===== src/rtl/pc_reg_pkg.sv =====
// pc_reg_pkg: shared constants for the instruction-fetch program counter.
//   INST_ADDR_W   - instruction address width
//   inst_addr_t   - instruction address type
//   CHIP_ENABLE / CHIP_DISABLE - ROM chip-enable levels
//   ZERO_WORD     - all-zero address word
//   RESET_VECTOR  - default first fetch address after reset
//   PC_STEP       - sequential fetch increment (one 32-bit instruction)
package pc_reg_pkg;

  localparam int INST_ADDR_W = 32;

  typedef logic [INST_ADDR_W-1:0] inst_addr_t;

  localparam logic       CHIP_ENABLE  = 1'b1;
  localparam logic       CHIP_DISABLE = 1'b0;
  localparam inst_addr_t ZERO_WORD    = '0;
  localparam inst_addr_t RESET_VECTOR = ZERO_WORD;
  localparam inst_addr_t PC_STEP      = inst_addr_t'(4);

endpackage


===== src/rtl/pc_reg.sv =====
// pc_reg: program counter for the fetch stage.
//   clk                - clock, all state updates on rising edge
//   rst_n              - asynchronous active-low reset
//   stall              - hold pc this cycle
//   flush              - redirect fetch to new_pc (highest priority)
//   new_pc             - flush redirect target
//   branch_flag        - branch/jump resolved taken in decode
//   branch_target_addr - taken-branch target
//   pc                 - registered fetch address to the instruction ROM
//   ce                 - registered ROM chip enable
//   pc_misalign        - fetch address is not word-aligned (only while ce)
//
// A taken branch that arrives while the pipeline is stalled must not be
// lost: it is parked in a pending register and applied on the first cycle
// the stall releases, unless a flush or a fresh branch supersedes it.
module pc_reg
  import pc_reg_pkg::*;
#(
  parameter logic [INST_ADDR_W-1:0] RESET_PC = RESET_VECTOR
) (
  input  logic                   clk,
  input  logic                   rst_n,
  input  logic                   stall,
  input  logic                   flush,
  input  logic [INST_ADDR_W-1:0] new_pc,
  input  logic                   branch_flag,
  input  logic [INST_ADDR_W-1:0] branch_target_addr,
  output logic [INST_ADDR_W-1:0] pc,
  output logic                   ce,
  output logic                   pc_misalign
);

  logic                   pend_valid_reg;
  logic [INST_ADDR_W-1:0] pend_addr_reg;

  logic [INST_ADDR_W-1:0] pc_next;
  logic                   pend_valid_next;
  logic [INST_ADDR_W-1:0] pend_addr_next;

  // Next-state selection. While ce is low, every control input is ignored
  // so the first enabled cycle always presents RESET_PC to the ROM.
  always_comb begin
    pc_next         = pc;
    pend_valid_next = pend_valid_reg;
    pend_addr_next  = pend_addr_reg;
    if (ce == CHIP_ENABLE) begin
      if (flush) begin
        pc_next         = new_pc;
        pend_valid_next = 1'b0;
        pend_addr_next  = ZERO_WORD;
      end else if (stall) begin
        // Latest branch seen during the stall wins.
        if (branch_flag) begin
          pend_valid_next = 1'b1;
          pend_addr_next  = branch_target_addr;
        end
      end else if (branch_flag) begin
        pc_next         = branch_target_addr;
        pend_valid_next = 1'b0;
      end else if (pend_valid_reg) begin
        pc_next         = pend_addr_reg;
        pend_valid_next = 1'b0;
      end else begin
        // Wraps modulo 2^32; the carry out is deliberately dropped.
        pc_next = pc + PC_STEP;
      end
    end
  end

  always_ff @(posedge clk or negedge rst_n) begin
    if (!rst_n) begin
      pc             <= RESET_PC;
      ce             <= CHIP_DISABLE;
      pend_valid_reg <= 1'b0;
      pend_addr_reg  <= ZERO_WORD;
    end else begin
      pc             <= pc_next;
      ce             <= CHIP_ENABLE;
      pend_valid_reg <= pend_valid_next;
      pend_addr_reg  <= pend_addr_next;
    end
  end

  // Misaligned addresses are reported, never silently corrected.
  assign pc_misalign = (ce == CHIP_ENABLE) && (pc[1:0] != 2'b00);

endmodule


===== config.mk =====
export PLATFORM = sky130hd
export DESIGN_NAME = pc_reg
export DESIGN_NICKNAME = d
export VERILOG_FILES = /design/src/rtl/pc_reg_pkg.sv /design/src/rtl/pc_reg.sv
export SDC_FILE = /design/constraint.sdc
export NUM_CORES = 1
export LEC_CHECK = 0
export BUFFER_PORTS_ARGS = -buffer_cell sky130_fd_sc_hd__buf_2
export CORE_MARGIN = 2
export CORE_UTILIZATION = 40
export CTS_CLUSTER_DIAMETER = 60
export DETAILED_ROUTE_END_ITERATION = 6
export MAX_ROUTING_LAYER = met4
export SKIP_CTS_REPAIR_TIMING = 1
export SLEW_MARGIN = 20
export SYNTH_ARGS = -nofsm -noshare
export SYNTH_HDL_FRONTEND = slang
export SYNTH_SLANG_ARGS = --single-unit

===== constraint.sdc =====
create_clock -name clk -period 2.5 [get_ports clk]
set_clock_uncertainty 0.05 [all_clocks]
set_input_delay 0.5 -clock clk [delete_from_list [all_inputs] [get_ports clk]]
set_output_delay 0.5 -clock clk [all_outputs]
set_load 0.01 [all_outputs]

==> flow_summary.json <==
{
  "initialDrtViolationCount": 189,
  "reg2regPathDepth": 6,
  "hold_class": "in -> async",
  "hpwl_mm": 9.18,
  "drtAntennaViolNets": 0,
  "synth_area_leaders": "dfrtp_1 (44%), a22o_1 (8.4%), o21ai_0 (4.2%)",
  "worstSkewPairLatency_ns": 0.35,
  "finalCriticalPeriod_ns": 2.31,
  "yosysUniqueCellTypes": 51,
  "syn_avg_cell_area_um2": 9.16,
  "drv_cap": 0,
  "synthSimpleGateAreaFrac_pct": 16.9,
  "clock_path_buffers": 2,
  "critPathArrivalTime_ns": 2.48,
  "ys_seq_area_share_pct": 43.8,
  "critPathKind": "reg -> reg",
  "core_area_um2": 9200,
  "gr-total-overflow": 0,
  "pwr_density_cell_nw_per_um2": 642,
  "wl_mm": 12.8,
  "cp_max_fo": 7,
  "slowest_stage": "or4_1",
  "peakVddDrop_v": 0.000237,
  "yosys-top-cells-count": "dfrtp_1 (66), nand2_1 (39), a22o_1 (36), o21ai_0 (32), nor2_1 (28)",
  "critPathBufInv": 0,
  "r2r_slack_ns": 0.19,
  "final_core_util_pct": 51.3,
  "drc": 0,
  "regArea_um2": 1650,
  "ys_async_sr_fraction_pct": 100,
  "synth_edf_count": 0,
  "start_kind": "flop",
  "r2r_start": "pc[2]",
  "slew_violations": 0,
  "numCtsBuffers": 9,
  "synth_top_area_share_pct": 43.8,
  "clk_pin_slew_ns": 0.08,
  "synth_top_family_by_area": "compound AO/OA/AOI/OAI gates",
  "r2r_end": "pc[20]",
  "worstPathRequired_ns": 2.67,
  "nFillCells": 883,
  "synth_ff_type": "dfrtp_1",
  "die_w_um": 101,
  "io-pin-count": 103,
  "drive_gt1_share_pct": 29.1,
  "start_util_pct": 41.0,
  "grt_pass1_vias": 3695,
  "die_area_um2": 10200,
  "path_cells": "ha_1 > nand3_1 > or4_1 > or3_1 > o211ai_2 > a31oi_1",
  "setup_tns_ns": 0,
  "worst_setup_path_end_kind": "flop",
  "port_buffers": 102,
  "max-slew-margin-rel_pct": 63.5,
  "rows": 35,
  "ys_ff_latch": 66,
  "muxShareOfSynthArea_pct": 1.06,
  "vias": 3901,
  "tightest_slew_ns": 0.548,
  "gp_congestion": 0.879,
  "finalHoldViolCount": 0,
  "syn_inst": 412,
  "clock.fmax_mhz": 433,
  "cts_tree": "done",
  "htreeDepth": 3,
  "multi_input_area_um2": 1980,
  "diodes": 0,
  "status": "completed",
  "ys_warn_count": 0,
  "die_y_um": 101,
  "grt_setup_unrepaired": "no",
  "drtPass1Iterations": 7,
  "max_stage_delay_ns": 0.70,
  "setup_violations": 0,
  "final_nets": 590,
  "grt_pass1_wl_mm": 20.2,
  "yosysMostFrequentCell": "dfrtp_1",
  "grt.total_usage_pct": 26.4,
  "cts_num_sinks": 66,
  "yosysTopAreaCell": "dfrtp_1",
  "via_per_inst": 6.13,
  "grt_max_degree": 33,
  "synth_fa_ha_area_share_pct": 0.332,
  "period_share_pct": 92.5,
  "post_drt_wl_per_cell_um": 20.2,
  "cts-root-buf": "clkbuf_8",
  "area.growth.synth_to_final_pct": 25.1,
  "synthXorXnorAreaFrac_pct": 1.63,
  "crit_family": "simple AND/OR/NAND/NOR gates",
  "syn-num-nets": 482,
  "leakage_nw": 2.12,
  "synth_compound_area_share_pct": 32.4,
  "antenna_found_initial": 0,
  "netlist_area_um2": 3770
}
[logic make-up after synthesis]
family,Yosys count
and+or+nand+nor,127
adders and majority gates,1
xor gates and xnor gates,7
buffers and inverters,37
DFF,66
AOI/OAI and AO/OA,169
other,1
muxes,4
[per-layer routing]
layer | GRT usage, % | vias up | share of wire [%]
met4 | 6.13 | 0 | 0.97
met2 | 39.7 | 182 | 46
li1 | - | 1813 | -
met5 | - | - | 0
met1 | 37.7 | 1894 | 45
met3 | 4.02 | 12 | 7.7
[worst register-to-register path, stage by stage (launching register included)]
cell and delay, ns:
dfrtp_1 0.45, ha_1 0.23, nand3_1 0.20, or4_1 0.70
or3_1 0.38, o211ai_2 0.07, a31oi_1 0.10
[worst max-delay path by stage]
stage | cells after the start | to | slack, ns | from
after floorplan | 7 | pc[20] | 0.37 | pc[2]
after global placement | 6 | pc[20] | 0.31 | pc[2]
after detailed placement | 6 | pc[20] | 0.20 | pc[2]
after CTS | 6 | pc[20] | 0.19 | pc[2]
after global routing | 6 | pc[30] | 0.07 | pc[2]
final | 6 | pc[20] | 0.19 | pc[2]
[through the flow]
stage	power, mW	worst slack, ns	instances	hold WS (ns)	area, um^2
after floorplan	1.73	0.371	412	0.154	3770
after global placement	2.07	0.310	620	0.434	4520
after detailed placement	2.09	0.196	620	0.433	4520
after CTS	3.03	0.187	636	0.0977	4720
after global routing	3.18	0.0740	636	0.117	4720
final	3.03	0.188	636	0.0812	4720
[cell type report]
cell class	instances	share of cell area [%]
repair buffers	129	15.4
clock inverters	6	1.40
inverters	5	0.398
clock buffers	10	2.92
well taps	111	2.94
multi-input cells	309	42.0
flip-flops and latches	66	35.0
[cell usage in the layout (no fill, tap or decap), drive strengths merged, types with 10 or more instances in the layout]
cell type and instances:
a31oi 14, nand2 39, a22o 36, dfrtp 66, clkbuf 10, buf 129
a21oi 18, nor2 28, o21ai 33, nand3 14, a221oi 12, nand4 12
[power by group]
group | total [mW] | switching, mW | leakage [nW] | internal, mW
clock network | 0.957 | 0.469 | 0.0945 | 0.488
logic | 0.707 | 0.394 | 1.18 | 0.312
registers | 1.37 | 0.176 | 0.843 | 1.19
total | 3.03 | 1.04 | 2.12 | 1.99
Power figures use the tool's default switching activity.
